===== config.mk =====
export PLATFORM = sky130hd
export DESIGN_NAME = wb_mux_lock
export DESIGN_NICKNAME = d
export VERILOG_FILES = /design/src/rtl/wb_mux_lock_pkg.sv /design/src/rtl/wb_mux_lock_addr_decode.sv /design/src/rtl/wb_mux_lock.sv
export SDC_FILE = /design/constraint.sdc
export NUM_CORES = 1
export LEC_CHECK = 0
export ABC_AREA = 1
export CORE_AREA = 8 8 300 302
export CTS_CLUSTER_SIZE = 12
export DETAILED_ROUTE_END_ITERATION = 10
export DIE_AREA = 0 0 308 310
export GPL_TIMING_DRIVEN = 0
export HOLD_SLACK_MARGIN = 0.15
export PLACE_DENSITY_LB_ADDON = 0.05
export RECOVER_POWER = 100
export SKIP_LAST_GASP = 1
export SLEW_MARGIN = 20
export SYNTH_ARGS = -nofsm -noshare
export SYNTH_HDL_FRONTEND = slang
export SYNTH_SLANG_ARGS = --single-unit

===== constraint.sdc =====
create_clock -name clk -period 1.8 [get_ports clk]
set_input_delay 0.27 -clock clk [delete_from_list [all_inputs] [get_ports clk]]
set_output_delay 0.27 -clock clk [all_outputs]
set_load 0.03 [all_outputs]

===== src/rtl/wb_mux_lock_pkg.sv =====
// Shared types for the locking Wishbone multiplexer.
package wb_mux_lock_pkg;

  // Controller states: waiting for a cycle, forwarding to a locked slave,
  // or emitting a single-cycle error termination.
  typedef enum logic [1:0] {
    ST_IDLE   = 2'd0,
    ST_ACTIVE = 2'd1,
    ST_ABORT  = 2'd2
  } state_t;

endpackage


===== src/rtl/wb_mux_lock_addr_decode.sv =====
// Prefix/mask address decoder with lowest-index priority.
// Reusable by arbiters and interconnects that need a port index.
module wb_addr_decode #(
  parameter int PORTS      = 4,
  parameter int ADDR_WIDTH = 32,
  parameter int IDX_WIDTH  = (PORTS > 1) ? $clog2(PORTS) : 1
) (
  input  logic [ADDR_WIDTH-1:0]       adr,
  input  logic [PORTS*ADDR_WIDTH-1:0] addr,
  input  logic [PORTS*ADDR_WIDTH-1:0] msk,
  output logic                        match_valid,
  output logic [IDX_WIDTH-1:0]        match_idx
);

  logic [PORTS-1:0] match;

  // A port matches when every unmasked address bit equals its prefix.
  for (genvar gi = 0; gi < PORTS; gi++) begin : g_match
    assign match[gi] = ~|((adr ^ addr[gi*ADDR_WIDTH +: ADDR_WIDTH]) &
                          msk[gi*ADDR_WIDTH +: ADDR_WIDTH]);
  end

  // Priority encoder: scanning downwards leaves the lowest matching index.
  always_comb begin
    match_valid = 1'b0;
    match_idx   = '0;
    for (int i = PORTS - 1; i >= 0; i--) begin
      if (match[i]) begin
        match_valid = 1'b1;
        match_idx   = IDX_WIDTH'(i);
      end
    end
  end

endmodule


===== src/rtl/wb_mux_lock.sv =====
// One-master, PORTS-slave Wishbone classic mux. The slave is decoded once
// per CYC and locked until CYC drops; decode misses and hung slaves end
// with a single-cycle ERR so the master never stalls.
module wb_mux_lock
  import wb_mux_lock_pkg::*;
#(
  parameter int DATA_WIDTH   = 32,
  parameter int ADDR_WIDTH   = 32,
  parameter int SELECT_WIDTH = DATA_WIDTH / 8,
  parameter int PORTS        = 4,
  parameter int TIMEOUT      = 256
) (
  input  logic                          clk,
  input  logic                          rst,
  input  logic [ADDR_WIDTH-1:0]         wbm_adr_i,
  input  logic [DATA_WIDTH-1:0]         wbm_dat_i,
  input  logic                          wbm_we_i,
  input  logic [SELECT_WIDTH-1:0]       wbm_sel_i,
  input  logic                          wbm_stb_i,
  input  logic                          wbm_cyc_i,
  output logic [DATA_WIDTH-1:0]         wbm_dat_o,
  output logic                          wbm_ack_o,
  output logic                          wbm_err_o,
  output logic                          wbm_rty_o,
  output logic [PORTS*ADDR_WIDTH-1:0]   wbs_adr_o,
  output logic [PORTS*DATA_WIDTH-1:0]   wbs_dat_o,
  output logic [PORTS*SELECT_WIDTH-1:0] wbs_sel_o,
  output logic [PORTS-1:0]              wbs_we_o,
  output logic [PORTS-1:0]              wbs_stb_o,
  output logic [PORTS-1:0]              wbs_cyc_o,
  input  logic [PORTS*DATA_WIDTH-1:0]   wbs_dat_i,
  input  logic [PORTS-1:0]              wbs_ack_i,
  input  logic [PORTS-1:0]              wbs_err_i,
  input  logic [PORTS-1:0]              wbs_rty_i,
  input  logic [PORTS*ADDR_WIDTH-1:0]   wbs_addr,
  input  logic [PORTS*ADDR_WIDTH-1:0]   wbs_addr_msk
);

  localparam int GW = (PORTS > 1) ? $clog2(PORTS) : 1;
  localparam int CW = (TIMEOUT > 0) ? $clog2(TIMEOUT + 1) : 1;
  localparam logic [CW-1:0] CNT_LAST = (TIMEOUT > 0) ? CW'(TIMEOUT - 1) : '0;

  state_t          state_reg;
  logic [GW-1:0]   grant_reg;
  logic [CW-1:0]   cnt_reg;

  logic            match_valid;
  logic [GW-1:0]   match_idx;

  logic            active;
  logic            g_ack;
  logic            g_err;
  logic            g_rty;
  logic            g_term;
  logic [DATA_WIDTH-1:0] g_dat;

  wb_addr_decode #(
    .PORTS      (PORTS),
    .ADDR_WIDTH (ADDR_WIDTH),
    .IDX_WIDTH  (GW)
  ) u_decode (
    .adr         (wbm_adr_i),
    .addr        (wbs_addr),
    .msk         (wbs_addr_msk),
    .match_valid (match_valid),
    .match_idx   (match_idx)
  );

  assign active = (state_reg == ST_ACTIVE);

  // Select the response of the locked slave; other slaves are never looked at.
  always_comb begin
    g_ack  = wbs_ack_i[grant_reg];
    g_err  = wbs_err_i[grant_reg];
    g_rty  = wbs_rty_i[grant_reg];
    g_dat  = wbs_dat_i[int'(grant_reg)*DATA_WIDTH +: DATA_WIDTH];
    g_term = g_ack | g_err | g_rty;
  end

  // Master-side response: pass-through while locked, forced ERR in ABORT.
  always_comb begin
    wbm_dat_o = '0;
    wbm_ack_o = 1'b0;
    wbm_rty_o = 1'b0;
    wbm_err_o = (state_reg == ST_ABORT);
    if (active) begin
      wbm_dat_o = g_dat;
      wbm_ack_o = g_ack;
      wbm_rty_o = g_rty;
      wbm_err_o = g_err;
    end
  end

  // Request fields are broadcast; controls go only to the granted port and
  // follow the master combinationally so they drop with CYC.
  for (genvar gi = 0; gi < PORTS; gi++) begin : g_port
    logic sel;
    assign sel = active && (grant_reg == GW'(gi));
    assign wbs_cyc_o[gi] = sel & wbm_cyc_i;
    assign wbs_stb_o[gi] = sel & wbm_stb_i;
    assign wbs_we_o[gi]  = sel & wbm_we_i;
    assign wbs_adr_o[gi*ADDR_WIDTH +: ADDR_WIDTH]     = wbm_adr_i;
    assign wbs_dat_o[gi*DATA_WIDTH +: DATA_WIDTH]     = wbm_dat_i;
    assign wbs_sel_o[gi*SELECT_WIDTH +: SELECT_WIDTH] = wbm_sel_i;
  end

  // Control FSM: decode on cycle start, lock the grant, run the watchdog.
  always_ff @(posedge clk) begin
    if (rst) begin
      state_reg <= ST_IDLE;
      grant_reg <= '0;
      cnt_reg   <= '0;
    end else begin
      case (state_reg)
        ST_IDLE: begin
          cnt_reg <= '0;
          if (wbm_cyc_i && wbm_stb_i) begin
            if (match_valid) begin
              grant_reg <= match_idx;
              state_reg <= ST_ACTIVE;
            end else begin
              state_reg <= ST_ABORT;
            end
          end
        end
        ST_ACTIVE: begin
          if (!wbm_cyc_i) begin
            state_reg <= ST_IDLE;
            cnt_reg   <= '0;
          end else if ((TIMEOUT > 0) && wbm_stb_i && !g_term) begin
            // A termination in the final cycle wins over the timeout.
            if (cnt_reg == CNT_LAST) begin
              state_reg <= ST_ABORT;
              cnt_reg   <= '0;
            end else begin
              cnt_reg <= cnt_reg + 1'b1;
            end
          end else begin
            cnt_reg <= '0;
          end
        end
        ST_ABORT: begin
          state_reg <= ST_IDLE;
          cnt_reg   <= '0;
        end
        default: begin
          state_reg <= ST_IDLE;
          cnt_reg   <= '0;
        end
      endcase
    end
  end

endmodule


== Word-level counts from Yosys, hierarchy flattened ==
Cells that the tools add are included.

* Input port bits: 469
* Output and inout bits: 319
* Register bits after elaboration: 13

* Eq/ne operators: 9
* Muxes and demuxes: 24
* Order comparisons: 1
* Reductions and logical operators: 16
* Shift operators: 1
* Bitwise operators: 25
* Add/subtract/negate cells: 1

{| class="wikitable"
|+ Operator list
! cell !! count
|-
| AND 32 bit || 4
|-
| OR reduction 32 bit || 4
|-
| indexed part select 128 x 8 -> 32 bit || 1
|-
| bitwise XOR 32 bit || 4
|-
| two-way mux 32 bit || 1
|-
| two-way mux 2 bit || 9
|-
| AND 1 bit || 12
|-
| two-way mux 1 bit || 10
|-
| adder 9 x 1 -> 9 bit, second input constant || 1
|-
| equality test 9 x 8 -> 1 bit, second input constant || 1
|-
| binary-select mux 1 bit (select 2 bit) || 3
|-
| equality test 2 bit, second input constant || 3
|-
| logical AND 1 bit || 6
|-
| inequality test 3 x 2 -> 1 bit, second input constant || 2
|-
| AND reduction 3 bit || 2
|-
| OR reduction 5 bit || 1
|-
| equality test 2 x 1 -> 1 bit, second input constant || 2
|-
| logical NOT 2 bit || 2
|-
| one-hot mux 2 bit (2 select lines) || 1
|-
| less-than comparator 2 x 3 -> 1 bit, second input constant || 1
|-
| NOT 1 bit || 3
|-
| inequality test 2 bit, second input constant || 1
|-
| bitwise OR 1 bit || 2
|-
| logical NOT 1 bit || 1
|}

== Longest topological paths before layout ==
Gate-level depths: netlist of run 1.

* Word-level depth: 10
* Gate-level depth with buffers: 15

== Hierarchy ==
A second synthesis of run 1 with hierarchy kept.

* Cells, all modules: 1,158
* Area, all modules: 6,281.0 µm²

{| class="wikitable"
|+ Modules (own cells, without submodules)
! module !! area an instance (µm²) !! cells an instance !! instances
|-
| wb_mux_lock || 3,668.5 || 551 || 1
|-
| wb_addr_decode || 2,612.5 || 607 || 1
|}

== Least setup slack after synthesis of run 1 ==
Ideal clock, no wire load.

* Path type: register to output
* From: register grant_reg[1]
* To: output wbm_dat_o[10]
* Path slack: -34 ps
* Data required time: 1,530 ps
* Path buffers: 2
* Cell stages (with the launch flop): 7
* Arrival: 1,564 ps
* Cells stage by stage: dfxtp_1 -> buf_4 -> inv_2 -> nor2_4 -> clkbuf_1 -> a22oi_1 -> a21oi_1

* Word-level cells in the longest chain between the ends: 2

{| class="wikitable"
|+ Ends and longest elaborated chain
! item !! line !! text
|-
| start: declaration || wb_mux_lock.sv:44 || <nowiki>logic [GW-1:0] grant_reg;</nowiki>
|-
| start signal: assignment || wb_mux_lock.sv:119 || <nowiki>grant_reg <= match_idx;</nowiki>
|-
| indexed part select 128 x 8 -> 32 bit || wb_mux_lock.sv:76 || <nowiki>g_dat = wbs_dat_i[int'(grant_reg)*DATA_WIDTH +: DATA_WIDTH];</nowiki>
|-
| two-way mux 32 bit || wb_mux_lock.sv:86 || <nowiki>if (active) begin</nowiki>
|-
| end: declaration || wb_mux_lock.sv:21 || <nowiki>output logic [DATA_WIDTH-1:0] wbm_dat_o,</nowiki>
|}

No other way between the ends.

== Final worst setup path of run 1 ==
* From: register grant_reg[1]
* To: output wbm_dat_o[8]

The elaborated chain is that of the path after synthesis.

==> flow_summary.yaml, run 1 <==
status:
  outcome: "finished, violations left"
  violations: "negative setup slack"
global_route:
  grt_pass1_vias: 9918
  grt_first_pass_wirelength_mm: 75.3
  grt_antenna_before_repair: 42
  gr-total-overflow: 0
  grt_max_degree: 13
  grt_util_all_layers_pct: 10.9
worst_setup_path:
  critical_path_required_ns: 1.53
  start_kind: "flop"
  end_kind: "output pin"
  critPathArrivalTime_ns: 1.62
  r2r_end: "state_reg[0]"
  r2r_setup_slack_ns: 0.06
  crit_start: "grant_reg[1]"
  criticalPathCategory: "reg -> out"
  cp-endpoint: "wbm_dat_o[8]"
  cp_max_fo: 6
  rr_worst_depth: 11
  timing.rr.start: "cnt_reg[1]"
clock_network:
  clock_latency_ns: 0.24
  clkSlewWorstSetupHoldPaths_ns: 0.05
  cts_buffers: 3
  clock-root-buffer: "clkbuf_16"
  htreeDepth: 1
  cts_buffer_depth: 2
  cts_hold_buf: 0
  cts_tree: "done"
  cts.sinks: 13
sta:
  setup_viol: 17
  fmax_mhz: 529
  relSlewSlack_pct: 70.5
  finalCritPeriodShare_pct: 105
  hold_ws_ns: 0.477
  rsz0062_at_grt: "yes"
  report.final.slew_viol_count: 0
  setup_ws_ns: -0.0899
  period_minus_slack_ns: 1.89
  skew_ns: 0.00431
  worst_pin_slew_ns: 0.441
  hold_viol_final: 0
placement:
  dp_hpwl_mm: 52.0
  dpl.cell_count: 3046
  port_buffers: 751
  gp_congestion: 0.780
synth:
  synth_warnings: 0
  yosys.area.top_type_share_pct: 33.1
  synth_area_leaders: "buf_4 (33%), nand2_1 (20%), nand3_1 (10%)"
  syn-cell-area_mm2: 0.00620
  syn-num-nets: 1611
  synth_edf_count: 0
  synth_area_leader_cell: "buf_4"
  netlist_instances: 1140
  synth.avg_cell_area_um2: 5.44
  yosys-top-cells-count: "nand2_1 (323), buf_4 (273), nand3_1 (125), inv_1 (122), nor2_1 (69)"
  synth_most_common_cell: "nand2_1"
  synthDistinctLibCells: 31
  seq_area_frac_synth_pct: 4.20
  async_reset_ff_share_pct: 0
  ys_ff_latch: 13
  ys.flop_type: "dfxtp_1"
pwr:
  peakVddDrop_mv: 0.325
  power_density_mw_per_mm2: 248
  leakagePower_nw: 7.78
final_layout:
  nets: 2392
  drive_gt1_share_pct: 35.1
  largest_register_ffs: 9
  final_cell_count_no_fill: 3101
  area_delta_synth_final_pct: 171
route:
  post-route-drc-count: 0
  antenna_left: 0
  drt_wl_total_mm: 57.7
  wl_per_cell_um: 18.6
  drt_iter0_markers: 231
  dr.pass1.iters: 4
  avgViaCountPerCell: 3.11
  vias: 9647
run:
  maxCapViolations: 0
die:
  rows: 108
  initial_core_util_pct: 7.24
  core_area_mm2: 0.0857
  dieArea_mm2: 0.0955
  die_y_um: 310
  io_pins: 788
  die-width_um: 308
min_path:
  hp-class: "reg -> reg"
how the worst min path moves through the flow:
stage / from / end / slack (ns) / depth (start not counted)
final: cnt_reg[4] / cnt_reg[4] / 0.48 / 2
after CTS: cnt_reg[0] / cnt_reg[0] / 0.48 / 1
after floorplan: rst / state_reg[0] / 0.34 / 1
after detailed placement: cnt_reg[0] / cnt_reg[0] / 0.47 / 1
after global placement: cnt_reg[0] / cnt_reg[0] / 0.44 / 1
after global routing: cnt_reg[4] / cnt_reg[4] / 0.52 / 2
report_power, final:
part           internal, mW  switching (mW)  total, mW
combinational          1.80            1.66       3.45
sequential            0.287        0.000790      0.288
clock                 0.296           0.131      0.427
total                  2.38            1.79       4.17
area by class of cell:
class	count	area, µm²
Fill cell	9748	68900
Clock inverter	1	5.00
Buffer	286	2290
Sequential cell	13	270
Timing Repair Buffer	778	7750
Inverter	143	554
Clock buffer	3	75.1
Tap cell	1155	1450
Multi-Input combinational cell	696	4340
Antenna cell	26	65.1
metrics by stage:
step / cell area [µm²] / util (%) / power [mW] / worst slack, ns / setup TNS [ns]
global placement: 15300 / 17.8 / 3.81 / -1.33 / -91.67
floorplan: 6310 / - / 1.87 / 0.0112 / 0
detailed placement: 15300 / 17.8 / 3.82 / -1.38 / -91.34
finish: 16800 / 19.6 / 4.17 / -0.0899 / -0.705
global route: 16800 / 19.6 / 4.48 / -0.142 / -3.48
CTS: 16000 / 18.7 / 4.32 / -0.217 / -3.53
per-layer routing:
layer,GRT usage (%),part of all wire [%]
met5,0,0.15
met4,1.87,1.2
met3,3.55,8.2
met2,21.4,54
met1,11.3,36
what timing repair did:
action / CTS / global route
resized for setup: 640 / 255
buffers inserted: 13 / 9
gates cloned: 2 / 5
setup endpoints to repair: 179 / 66
pin swaps: 93 / 110
logic make-up (layout without fill, tap and decap cells):
group,Yosys count,in the layout,synth area share [%]
AND/OR/NAND/NOR,570,571,39.5
buffers and inverters,432,1211,42.8
AO/OA/AOI/OAI,119,119,12.5
flip-flops,13,13,4.20
XOR/XNOR,4,4,0.565
adder cells (fa/ha/maj),2,2,0.404
other,0,26,0
worst max-delay path, cell delays in order, from the launching register on:
cell and delay (ns):
dfxtp_4 0.38, inv_4 0.08, nor2_4 0.04, buf_12 0.14
buf_8 0.13, clkbuf_16 0.15, a22oi_2 0.21, a21oi_2 0.09
buf_6 0.16
cell usage in the layout, fill, tap and decap left out, drive strengths merged, types with 50 or more instances in the layout:
| cell type | instances |
|---|---|
| dlygate4sd3 | 253 |
| nor2 | 77 |
| dlygate4sd2 | 52 |
| inv | 143 |
| a22oi | 69 |
| clkdlybuf4s50 | 317 |
| buf | 357 |
| nand3 | 126 |
| dlymetal6s2s | 50 |
| nand2 | 330 |
Power figures use the tool's default switching activity.
==> run 2: changes to the inputs <==
--- a/config.mk
+++ b/config.mk
@@ -6,6 +6,7 @@
 export NUM_CORES = 1
 export LEC_CHECK = 0
 export ABC_AREA = 1
+export ABC_CLOCK_PERIOD_IN_PS = 1800
 export CORE_AREA = 8 8 300 302
 export CTS_CLUSTER_SIZE = 12
 export DETAILED_ROUTE_END_ITERATION = 10
==> results of run 2 <==
Same layout as run 1: the final DEF is identical, and so are final timing and power.
==> run 3: changes to the inputs <==
--- a/config.mk
+++ b/config.mk
@@ -13,6 +13,7 @@
 export DIE_AREA = 0 0 308 310
 export GPL_TIMING_DRIVEN = 0
 export HOLD_SLACK_MARGIN = 0.15
+export MAX_ROUTING_LAYER = met4
 export PLACE_DENSITY_LB_ADDON = 0.05
 export RECOVER_POWER = 100
 export SKIP_LAST_GASP = 1
==> run 3 against run 2 <==
  * Sequential share of layout area hardly changed
  * Sequential power hardly changed
  * The run still ends with negative setup slack left
  * Combinational power hardly changed
  * Count of clock-buffer cells in the layout stayed put
  * Global-route usage is 0.31 points higher
  * Largest cell class unchanged
  * Largest power group unchanged
  * Utilization hardly changed
  * Worst hold slack hardly changed
  * Final cell count is 0.32% higher
  * Maximum frequency is 0.52% higher
  * Register-to-register slack hardly changed
==> flow_summary.yaml, run 3 (same netlist as run 1, synthesis figures left out) <==
final_layout:
  largest_register_ffs: 9
  final_common_cell: "clkdlybuf4s50_1"
  drive_gt1_share_pct: 35.0
  area_delta_synth_final_pct: 171
  register_area_um2: 270
  fin_area_mm2: 0.0168
  multi_input_area_mm2: 0.00433
  fill_cells: 9748
  layout_common_cells: "clkdlybuf4s50_1 (317), buf_4 (281), nand2_1 (275)"
  nets: 2392
pwr:
  power_density_mw_per_mm2: 248
  peakVddDrop_mv: 0.327
  leakagePower_nw: 7.78
  finalPower_mw: 4.17
route:
  wl_per_cell_um: 18.6
  post-route-drc-count: 0
  vias: 9660
  drt_wl_total_mm: 57.7
  avgViaCountPerCell: 3.11
  antenna_left: 0
  dr.max_layer_used: "met4"
  met1Wirelength_mm: 21.7
  wl_met3_mm: 4.06
  drt_iter0_markers: 248
  dr.pass1.iters: 4
  met2_length_mm: 31.5
die:
  core_area_mm2: 0.0857
  io_pins: 788
  rows: 108
  dieArea_mm2: 0.0955
  die-width_um: 308
  initial_core_util_pct: 7.24
  die_y_um: 310
placement:
  place_area_mm2: 0.0153
  dp_hpwl_mm: 52.0
  dpl_worst_slack_ns: -1.38
  port_buffers: 751
  gp_congestion: 0.791
worst_setup_path:
  timing.rr.start: "cnt_reg[1]"
  r2r_end: "state_reg[0]"
  criticalPathCategory: "reg -> out"
  cp_max_fo: 7
  r2r_setup_slack_ns: 0.06
  critical_path_required_ns: 1.53
  start_kind: "flop"
  critPathArrivalTime_ns: 1.61
  end_kind: "output pin"
  rr_worst_depth: 11
global_route:
  grt_max_degree: 13
  grt_antenna_before_repair: 41
  grt_first_pass_wirelength_mm: 75.1
  grt_pass1_vias: 9951
  gr-total-overflow: 0
  grt_util_all_layers_pct: 11.2
sta:
  worst_pin_slew_ns: 0.449
  skew_ns: 0.00357
  relSlewSlack_pct: 70.0
  finalCritPeriodShare_pct: 104
  setup_ws_ns: -0.0802
  hold_viol_final: 0
  fmax_mhz: 532
  period_minus_slack_ns: 1.88
  rsz0062_at_grt: "yes"
  report.final.slew_viol_count: 0
  setup_viol: 18
clock_network:
  clock_latency_ns: 0.24
  htreeDepth: 1
  clock-root-buffer: "clkbuf_16"
  cts.sinks: 13
  cts_hold_buf: 0
  cts_tree: "done"
  cts_buffers: 3
  cts_buffer_depth: 2
  clkSlewWorstSetupHoldPaths_ns: 0.05
min_path:
  hold_start: "cnt_reg[4]"
  holdPathStages: 2
  hold_path_end: "cnt_reg[4]"
  hp-class: "reg -> reg"
status:
  outcome: "finished, violations left"
  violations: "negative setup slack"
run:
  maxCapViolations: 0
[run 3: cell count changes in the layout (fill, tap and decap cells not counted)]
cell / delta
diode_2: +10
buf_4: +1
buf_12: +1
a22oi_2: -2
buf_2: -1
buf_6: -2
a22oi_1: +2
clkbuf_2: +1
[run 3: power by group]
| part | internal, mW | switching [mW] |
|---|---|---|
| Sequential | 0.287 | 0.000786 |
| Combinational | 1.80 | 1.66 |
| Clock | 0.296 | 0.133 |
| Total | 2.38 | 1.79 |
[run 3: per-layer routing]
| layer | vias up | global-route usage [%] |
|---|---|---|
| li1 | 4939 | - |
| met1 | 4291 | 11.7 |
| met5 | - | - |
| met4 | 0 | 1.87 |
| met3 | 32 | 2.90 |
| met2 | 398 | 21.3 |
[run 3: worst max path at each step]
stage                    endpoint  slack [ns]          start
floorplan            wbm_dat_o[1]        0.01   grant_reg[1]
global placement     grant_reg[0]       -1.33  wbm_adr_i[11]
detailed placement   grant_reg[0]       -1.38  wbm_adr_i[11]
CTS                 wbm_dat_o[13]       -0.22   grant_reg[1]
global route         state_reg[1]       -0.14     cnt_reg[1]
finish               wbm_dat_o[8]       -0.08   grant_reg[1]
[run 3: layout make-up]
class | count | area share (%)
timing repair buffer | 778 | 46.1
multi-input combinational | 696 | 25.8
buffer | 286 | 13.7
tap | 1155 | 8.60
inverter | 143 | 3.30
sequential | 13 | 1.61
antenna | 36 | 0.536
clock buffer | 3 | 0.447
clock inverter | 1 | 0.0298
[run 3: worst max-delay path: stages, from the launching register on]
cell	delay, ns
dfxtp_4	0.38
inv_4	0.08
nor2_4	0.04
buf_12	0.14
buf_8	0.13
clkbuf_16	0.15
a22oi_2	0.20
a21oi_2	0.09
buf_6	0.16
[run 3: what timing repair did]
action / in CTS / in global routing
cloned: 2 / 5
setup endpoints to repair: 179 / 64
hold endpoints to repair: 0 / 0
resized for setup: 640 / 256
pin swaps: 93 / 109
buffers inserted: 13 / 9
[run 3: per-stage QoR]
stage          hold slack, ns  setup TNS [ns]  cells  util [%]
6_report                0.477          -0.679   3111      19.6
5_1_grt                 0.517           -3.13   3105      19.6
4_1_cts                 0.478           -3.53   3065      18.7
3_5_place_dp            0.470          -91.34   3046      17.8
3_3_place_gp            0.439          -91.67   3046      17.8
2_1_floorplan           0.339               0   1140         -
